File: config.mk
export PLATFORM = sky130hd
export DESIGN_NAME = ex_mem_stage
export DESIGN_NICKNAME = d
export VERILOG_FILES = /design/src/rtl/ex_mem_stage_pkg.sv /design/src/rtl/ex_mem_stage_branch_flush_ctrl.sv /design/src/rtl/ex_mem_stage.sv
export SDC_FILE = /design/constraint.sdc
export NUM_CORES = 1
export LEC_CHECK = 0
export ABC_AREA = 0
export CELL_PAD_IN_SITES_DETAIL_PLACEMENT = 1
export CELL_PAD_IN_SITES_GLOBAL_PLACEMENT = 2
export CORE_MARGIN = 2
export CORE_UTILIZATION = 25
export DETAILED_ROUTE_END_ITERATION = 8
export PLACE_DENSITY_LB_ADDON = 0.1
export SLEW_MARGIN = 5
export SYNTH_ARGS = -nofsm -noshare
export SYNTH_HDL_FRONTEND = slang
export SYNTH_HIERARCHICAL = 1
export SYNTH_SLANG_ARGS = --single-unit
File: constraint.sdc
create_clock -name clk -period 2.6 [get_ports clk]
set_input_delay 0.65 -clock clk [delete_from_list [all_inputs] [get_ports clk]]
set_output_delay 0.65 -clock clk [all_outputs]
set_load 0.05 [all_outputs]
File: src/rtl/ex_mem_stage_pkg.sv
// Shared definitions for the EX/MEM pipeline stage: widths, opcodes and
// the branch-flush controller state encoding.
package ex_mem_stage_pkg;

  localparam int unsigned DATA_W     = 32;
  localparam int unsigned REG_ADDR_W = 5;
  localparam logic [5:0]  OPCODE_BNE = 6'h22;

  typedef enum logic [1:0] {
    ST_RUN    = 2'b00,
    ST_FLUSH1 = 2'b01,
    ST_FLUSH2 = 2'b10
  } state_t;

endpackage

File: src/rtl/ex_mem_stage_branch_flush_ctrl.sv
// Branch redirect controller: tracks the two-cycle front-end flush that
// follows a taken branch and drives the fetch redirect.
module branch_flush_ctrl
  import ex_mem_stage_pkg::*;
(
  input  logic              clk,
  input  logic              rst,
  input  logic              take_branch,
  input  logic [DATA_W-1:0] branch_target,
  output logic              pc_src,
  output logic [DATA_W-1:0] pc_target,
  output logic              flush_front,
  output logic              run
);

  state_t state, state_nxt;

  always_ff @(posedge clk or posedge rst) begin
    if (rst) state <= ST_RUN;
    else     state <= state_nxt;
  end

  always_ff @(posedge clk or posedge rst) begin
    if (rst)              pc_target <= '0;
    else if (take_branch) pc_target <= branch_target;
  end

  always_comb begin
    state_nxt = state;
    case (state)
      ST_RUN:    if (take_branch) state_nxt = ST_FLUSH1;
      ST_FLUSH1: state_nxt = ST_FLUSH2;
      ST_FLUSH2: state_nxt = ST_RUN;
      default:   state_nxt = ST_RUN;
    endcase
  end

  // pc_src is decoded from FLUSH1, which lasts exactly one cycle.
  always_comb begin
    pc_src      = 1'b0;
    flush_front = 1'b0;
    run         = 1'b0;
    case (state)
      ST_RUN:    run = 1'b1;
      ST_FLUSH1: begin
        pc_src      = 1'b1;
        flush_front = 1'b1;
      end
      ST_FLUSH2: flush_front = 1'b1;
      default:   run = 1'b1;
    endcase
  end

endmodule

File: src/rtl/ex_mem_stage.sv
// EX/MEM pipeline register with valid/ready handshake, branch resolution
// and squashing of branch and illegal memory-control entries.
module ex_mem_stage
  import ex_mem_stage_pkg::*;
(
  input  logic                  clk,
  input  logic                  rst,
  input  logic                  in_valid,
  output logic                  in_ready,
  input  logic [DATA_W-1:0]     alu_result,
  input  logic                  zero_flag,
  input  logic                  branch_en,
  input  logic [DATA_W-1:0]     branch_target,
  input  logic [DATA_W-1:0]     store_data,
  input  logic [REG_ADDR_W-1:0] rd_addr,
  input  logic                  reg_write,
  input  logic                  mem_read,
  input  logic                  mem_write,
  output logic                  out_valid,
  input  logic                  out_ready,
  output logic [DATA_W-1:0]     mem_addr,
  output logic [DATA_W-1:0]     mem_wdata,
  output logic [REG_ADDR_W-1:0] rd_out,
  output logic                  reg_write_out,
  output logic                  mem_read_out,
  output logic                  mem_write_out,
  output logic                  pc_src,
  output logic [DATA_W-1:0]     pc_target,
  output logic                  flush_front
);

  logic run, accept, taken, mem_squash;

  // Outside RUN the stage swallows offered instructions, so it reports ready.
  assign in_ready   = run ? (!out_valid || out_ready) : 1'b1;
  assign accept     = in_valid && in_ready && run;
  assign taken      = accept && branch_en && zero_flag;
  assign mem_squash = branch_en || (mem_read && mem_write);

  always_ff @(posedge clk or posedge rst) begin
    if (rst) begin
      out_valid     <= 1'b0;
      mem_addr      <= '0;
      mem_wdata     <= '0;
      rd_out        <= '0;
      reg_write_out <= 1'b0;
      mem_read_out  <= 1'b0;
      mem_write_out <= 1'b0;
    end else if (accept) begin
      out_valid     <= 1'b1;
      mem_addr      <= alu_result;
      mem_wdata     <= store_data;
      rd_out        <= rd_addr;
      reg_write_out <= reg_write && !branch_en;
      mem_read_out  <= mem_read  && !mem_squash;
      mem_write_out <= mem_write && !mem_squash;
    end else if (out_ready) begin
      out_valid <= 1'b0;
    end
  end

  branch_flush_ctrl u_ctrl (
    .clk           (clk),
    .rst           (rst),
    .take_branch   (taken),
    .branch_target (branch_target),
    .pc_src        (pc_src),
    .pc_target     (pc_target),
    .flush_front   (flush_front),
    .run           (run)
  );

endmodule

==> results_dict.tcl, run 1 <==
set metrics [dict create \
    place.gp.congestion 0.705 \
    critPathRequiredTime_ns 1.95 \
    pin_count 218 \
    synth_edf_count 0 \
    cp-end-kind "output port" \
    grt_use_total 0.123 \
    yosysWarnings 6 \
    timing.setup.tns_ns 0 \
    vias 2823 \
    cts.path.max_buffers 2 \
    synth-main-ff-cell "dfrtp_1" \
    dieArea_um2 19500 \
    die_w_um 140 \
    place_area_um2 6940 \
    crit_arrival_ns 1.85 \
    rows 49 \
    post-route-worst-setup-slack_ns 0.105 \
    viasPerCell 4.05 \
    worstSkewPairLatency_ns 0.34 \
    nets 578 \
    power_leakage_nw 3.15 \
    diodes 0 \
    tightest_slew_ns 0.586 \
    hold_buffers 0 \
    gr-total-overflow 0 \
    powerDensity_nw_per_um2 1620 \
    hold_viol_final 0 \
    yosysSeqAreaShare 0.581 \
    async_reset_ff_frac 1.00 \
    fin_cells 697 \
    grt_pass1_vias 3125 \
    final_common_cell "clkdlybuf4s50_1" \
    cts.sinks 107 \
    synthesis.area_um2 4610 \
    holdWs_ns 0.511 \
    cts_setup_buffers 0 \
    finalMaxSlewViolations 0 \
    cts_buffers 9 \
    route.detailed.drc 0 \
    root_buffer "clkbuf_16" \
    total_power_mw 11.8 \
    crit_fanout 3 \
    preCtsSetupSlack_ns 0.222 \
    area_growth_pct 57.4 \
    wl_mm 12.0 \
    initial_core_util 0.256 \
    wl_per_cell_um 17.3 \
    antenna_found_initial 0 \
    cts_tree "built" \
    cap_violations 0 \
    dp_hpwl_mm 8.65 \
    ctsHtreeMaxLevel 3 \
    synth.distinct_cells 17 \
    syn_avg_cell_area_um2 19.0 \
    max-slew-margin-rel 0.609 \
    drt_iter0_markers 58 \
    dp_cells 683 \
    peakVddDrop_mv 0.667 \
    finalSetupViolations 0 \
    grt_pass1_wl_mm 18.7 \
    finalCoreUtilization 0.403 \
    period_share 0.960 \
    first_pass_iters 3 \
    syn_inst 243 \
    max_freq_mhz 401 \
    die_height_um 140 \
    clkTransAtPathRegs_ns 0.07 \
    drive_above_1_share 0.282 \
    min_period_ns 2.50 \
    critPathLaunchType "register" \
    fin_area_um2 7260 \
    rsz0062_at_grt "false" \
    antenna_left 0 \
    core-area_um2 18000 \
    critical_path_class "register to output port" \
    syn_nets 356 \
    grt_start_max_net_pins 72 \
    final_cell_mix "clkdlybuf4s50_1, dfrtp_1, mux2_4, clkbuf_16, inv_1" \
    numPortBuffers 217 \
    holdCritPathClass "register to register" \
    status "complete, no violations" \
    cts_resized 0 \
    ys_ff_latch 107 \
    skew_ns 0.0113 \
]
[final timing paths]
kind / start / end / slack, ns / cells past startpoint
max in group asynchronous: rst / mem_addr[27]$_DFFE_PP0P_ / 1.45 / 3
hold reg to reg: mem_wdata[8]$_DFFE_PP0P_ / mem_wdata[8]$_DFFE_PP0P_ / 0.51 / 1
setup reg to reg: u_ctrl/state[0]$_DFFE_PP0P_ / mem_wdata[9]$_DFFE_PP0P_ / 0.51 / 7
min in group asynchronous: rst / mem_addr[4]$_DFFE_PP0P_ / 0.62 / 2
hold / removal: mem_wdata[8]$_DFFE_PP0P_ / mem_wdata[8]$_DFFE_PP0P_ / 0.51 / 1
setup / recovery: u_ctrl/state[1]$_DFFE_PP0P_ / pc_src / 0.10 / 3
[cell usage after synthesis, types with 2 or more instances]
| cell | instances | area share |
|---|---|---|
| mux2_2 | 4 | 0.0098 |
| buf_12 | 10 | 0.043 |
| nor3b_1 | 2 | 0.0033 |
| dfrtp_1 | 107 | 0.58 |
| inv_1 | 6 | 0.0049 |
| ha_1 | 3 | 0.0081 |
| mux2_4 | 101 | 0.33 |
[layout make-up]
class | instances | area (um^2)
Clock buffer | 10 | 239
Clock inverter | 4 | 73.8
Fill cell | 1836 | 10800
Inverter | 6 | 23.8
Multi-Input combinational cell | 119 | 1700
Sequential cell | 107 | 2680
Tap cell | 229 | 287
Timing Repair Buffer | 222 | 2250
[flip-flops by register name, summed over array words and instances, names as in the netlist]
signal / count
mem_addr: 32
mem_read_out: 1
mem_wdata: 32
mem_write_out: 1
out_valid: 1
rd_out: 5
reg_write_out: 1
u_ctrl/pc_target: 32
u_ctrl/state: 2
[where the power goes]
| part | internal, mW | switching, mW | total [mW] |
|---|---|---|---|
| Clock | 0.862 | 0.603 | 1.46 |
| Combinational | 3.08 | 4.24 | 7.32 |
| Sequential | 2.52 | 0.479 | 3.00 |
| Total | 6.47 | 5.32 | 11.8 |
[per-layer routing]
layer / GRT usage / part of all wire / vias up
met3: 0.0409 / 0.076 / 11
li1: - / - / 1280
met1: 0.166 / 0.46 / 1411
met2: 0.184 / 0.45 / 121
met5: 0 / 0 / -
met4: 0.0458 / 0.014 / 0
[critical path: stages (launching register included)]
cell             delay [ns]
dfrtp_1                0.38
inv_1                  0.10
ha_1                   0.17
clkdlybuf4s50_1        0.85
[cell families (layout without fill, tap and decap cells)]
group	count (synthesis)	count (layout)	share of synthesized area
flip-flops	107	107	0.581
multiplexers	105	105	0.339
buffers and inverters	17	242	0.0507
AND/OR/NAND/NOR	9	9	0.0187
adder cells (fa/ha/maj)	3	3	0.00814
AO/OA/AOI/OAI	2	2	0.00298
(Power assumes the default switching activity.)
==> run 2, diff against run 1 <==
--- a/config.mk
+++ b/config.mk
@@ -5,12 +5,12 @@
 export SDC_FILE = /design/constraint.sdc
 export NUM_CORES = 1
 export LEC_CHECK = 0
-export ABC_AREA = 0
 export CELL_PAD_IN_SITES_DETAIL_PLACEMENT = 1
 export CELL_PAD_IN_SITES_GLOBAL_PLACEMENT = 2
 export CORE_MARGIN = 2
 export CORE_UTILIZATION = 25
 export DETAILED_ROUTE_END_ITERATION = 8
+export GPL_TIMING_DRIVEN = 0
 export PLACE_DENSITY_LB_ADDON = 0.1
 export SLEW_MARGIN = 5
 export SYNTH_ARGS = -nofsm -noshare
==> results_dict.tcl, run 2 (synthesized netlist as in run 1, its figures left out) <==
set metrics [dict create \
    holdWs_ns 0.512 \
    finalSetupViolations 0 \
    drive_above_1_share 0.289 \
    hold_path_depth 1 \
    clock_power_share 0.111 \
    area_growth_pct 60.0 \
    powerDensity_nw_per_um2 1600 \
    finalMaxSlewViolations 0 \
    clkTransAtPathRegs_ns 0.07 \
    cap_violations 0 \
    hold_end "u_ctrl/pc_target[21]$_DFFE_PP0P_" \
    reg2reg_from "u_ctrl/state[0]$_DFFE_PP0P_" \
    peakVddDrop_mv 0.703 \
    dp_hpwl_mm 9.15 \
    antenna_found_initial 0 \
    grt_start_max_net_pins 55 \
    fin_area_um2 7380 \
    place_area_um2 7100 \
    seqCellArea_um2 2680 \
    final_cell_mix "clkdlybuf4s50_1, dfrtp_1, mux2_4, buf_12, clkbuf_16" \
    reg2reg_depth 10 \
    root_buffer "clkbuf_16" \
    cp-end-kind "output port" \
    crit_fanout 3 \
    top_regs "mem_addr x32, mem_wdata x32, u_ctrl/pc_target x32" \
    final_common_cell "clkdlybuf4s50_1" \
    numPortBuffers 217 \
    pwr-share-seq 0.254 \
    cts_resized 2 \
    holdCritPathClass "register to register" \
    initial_core_util 0.256 \
    status "complete, no violations" \
    slowest_stage "clkdlybuf4s50_1" \
    die_height_um 140 \
    critical_path_class "register to output port" \
    dp_cells 690 \
    min_period_ns 2.52 \
    rows 49 \
    core-area_um2 18000 \
    hold_viol_final 0 \
    power_leakage_nw 3.19 \
    power.internal_mw 6.43 \
    wl_per_cell_um 17.5 \
    place.gp.congestion 0.691 \
    reg2reg_slack_ns 0.19 \
    cts.sinks 107 \
    worstReg2RegEnd "u_ctrl/pc_target[12]$_DFFE_PP0P_" \
    grt_pass1_vias 3242 \
    cts_buffers 9 \
    grt_use_total 0.128 \
    ctsHtreeMaxLevel 3 \
    gr-total-overflow 0 \
    die_w_um 140 \
    crit_chain "inv_1 > ha_1 > clkdlybuf4s50_1" \
    nets 585 \
    hold_buffers 0 \
    post-route-worst-setup-slack_ns 0.0783 \
    wl_mm 12.4 \
    crit_arrival_ns 1.87 \
    preCtsSetupSlack_ns -0.179 \
    grt_pass1_wl_mm 19.2 \
    drt_iter0_markers 60 \
    period_share 0.970 \
    fin_cells 706 \
    max_stage_delay_ns 0.83 \
    diodes 0 \
    route.detailed.drc 0 \
    viasPerCell 4.08 \
    cts_setup_buffers 0 \
    multi_input_area_um2 1700 \
    tightest_slew_ns 0.770 \
    max_freq_mhz 397 \
    max-slew-margin-rel 0.486 \
    p_sw_mw 5.41 \
    combPwrFrac 0.635 \
    antenna_left 0 \
    worstHoldStart "u_ctrl/pc_target[21]$_DFFE_PP0P_" \
    cts.path.max_buffers 2 \
    finalCoreUtilization 0.409 \
    crit_family "buffers and inverters" \
    rsz0062_at_grt "false" \
    cts_tree "built" \
    worst-path-buf-inv 2 \
    critPathRequiredTime_ns 1.95 \
    worstSkewPairLatency_ns 0.35 \
    pin_count 218 \
    sw_frac_of_total 0.457 \
    vias 2882 \
    critPathLaunchType "register" \
    first_pass_iters 3 \
    skew_ns 0.00620 \
    dieArea_um2 19500 \
    fill_cells 1825 \
]
==> run 2: cell types whose count changed in the layout (fill, tap and decap cells not counted), sizes merged <==
cell,delta
clkinvlp,+2
bufinv,-2
clkbuf,+1
buf,+5
dlygate4sd2,+2
inv,+1
==> run 2: worst register-to-register path, delay by kind of cell (launching register included) <==
| family | cells | cell delay (ns) |
|---|---|---|
| buffers and inverters | 5 | 0.68 |
| and+or+nand+nor | 3 | 0.62 |
| DFF | 1 | 0.38 |
| adders and majority gates | 1 | 0.31 |
| muxes | 1 | 0.31 |
==> run 2: final cells by class <==
cell class,instances,share of cell area
sequential,107,0.363
multi-input combinational,119,0.230
clock inverter,5,0.00509
buffer,11,0.0287
tap,229,0.0388
clock buffer,11,0.0329
timing repair buffer,218,0.298
inverter,6,0.00339
==> run 2: how the worst max path moves through the flow <==
| stage | startpoint | cells after the start | end |
|---|---|---|---|
| floorplan | rst | 1 | mem_addr[0]$_DFFE_PP0P_ |
| global placement | rst | 2 | mem_addr[19]$_DFFE_PP0P_ |
| detailed placement | out_ready | 4 | in_ready |
| CTS | u_ctrl/state[1]$_DFFE_PP0P_ | 3 | pc_src |
| global route | u_ctrl/state[1]$_DFFE_PP0P_ | 3 | pc_src |
| finish | u_ctrl/state[1]$_DFFE_PP0P_ | 3 | pc_src |
==> run 2: power by group through the flow <==
stage	registers [mW]	clock network (mW)	logic, mW
floorplan	5.91	0	2.35
global placement	2.99	0	7.55
detailed placement	3.02	0	7.60
CTS	3.02	1.39	7.61
global route	3.13	1.45	7.80
finish	3.01	1.31	7.52
==> run 2: routing by layer <==
| layer | global-route usage | wire length (um) |
|---|---|---|
| met1 | 0.166 | 5490 |
| met4 | 0.0347 | 204 |
| met3 | 0.0609 | 1040 |
| met2 | 0.191 | 5640 |
| met5 | 0 | 0 |
==> run 2: stage by stage <==
stage / TNS, ns / total power [mW]
CTS: 0 / 12.0
floorplan: 0 / 8.25
detailed placement: -3.91 / 10.6
global placement: -110.42 / 10.5
global route: 0 / 12.4
finish: 0 / 11.8
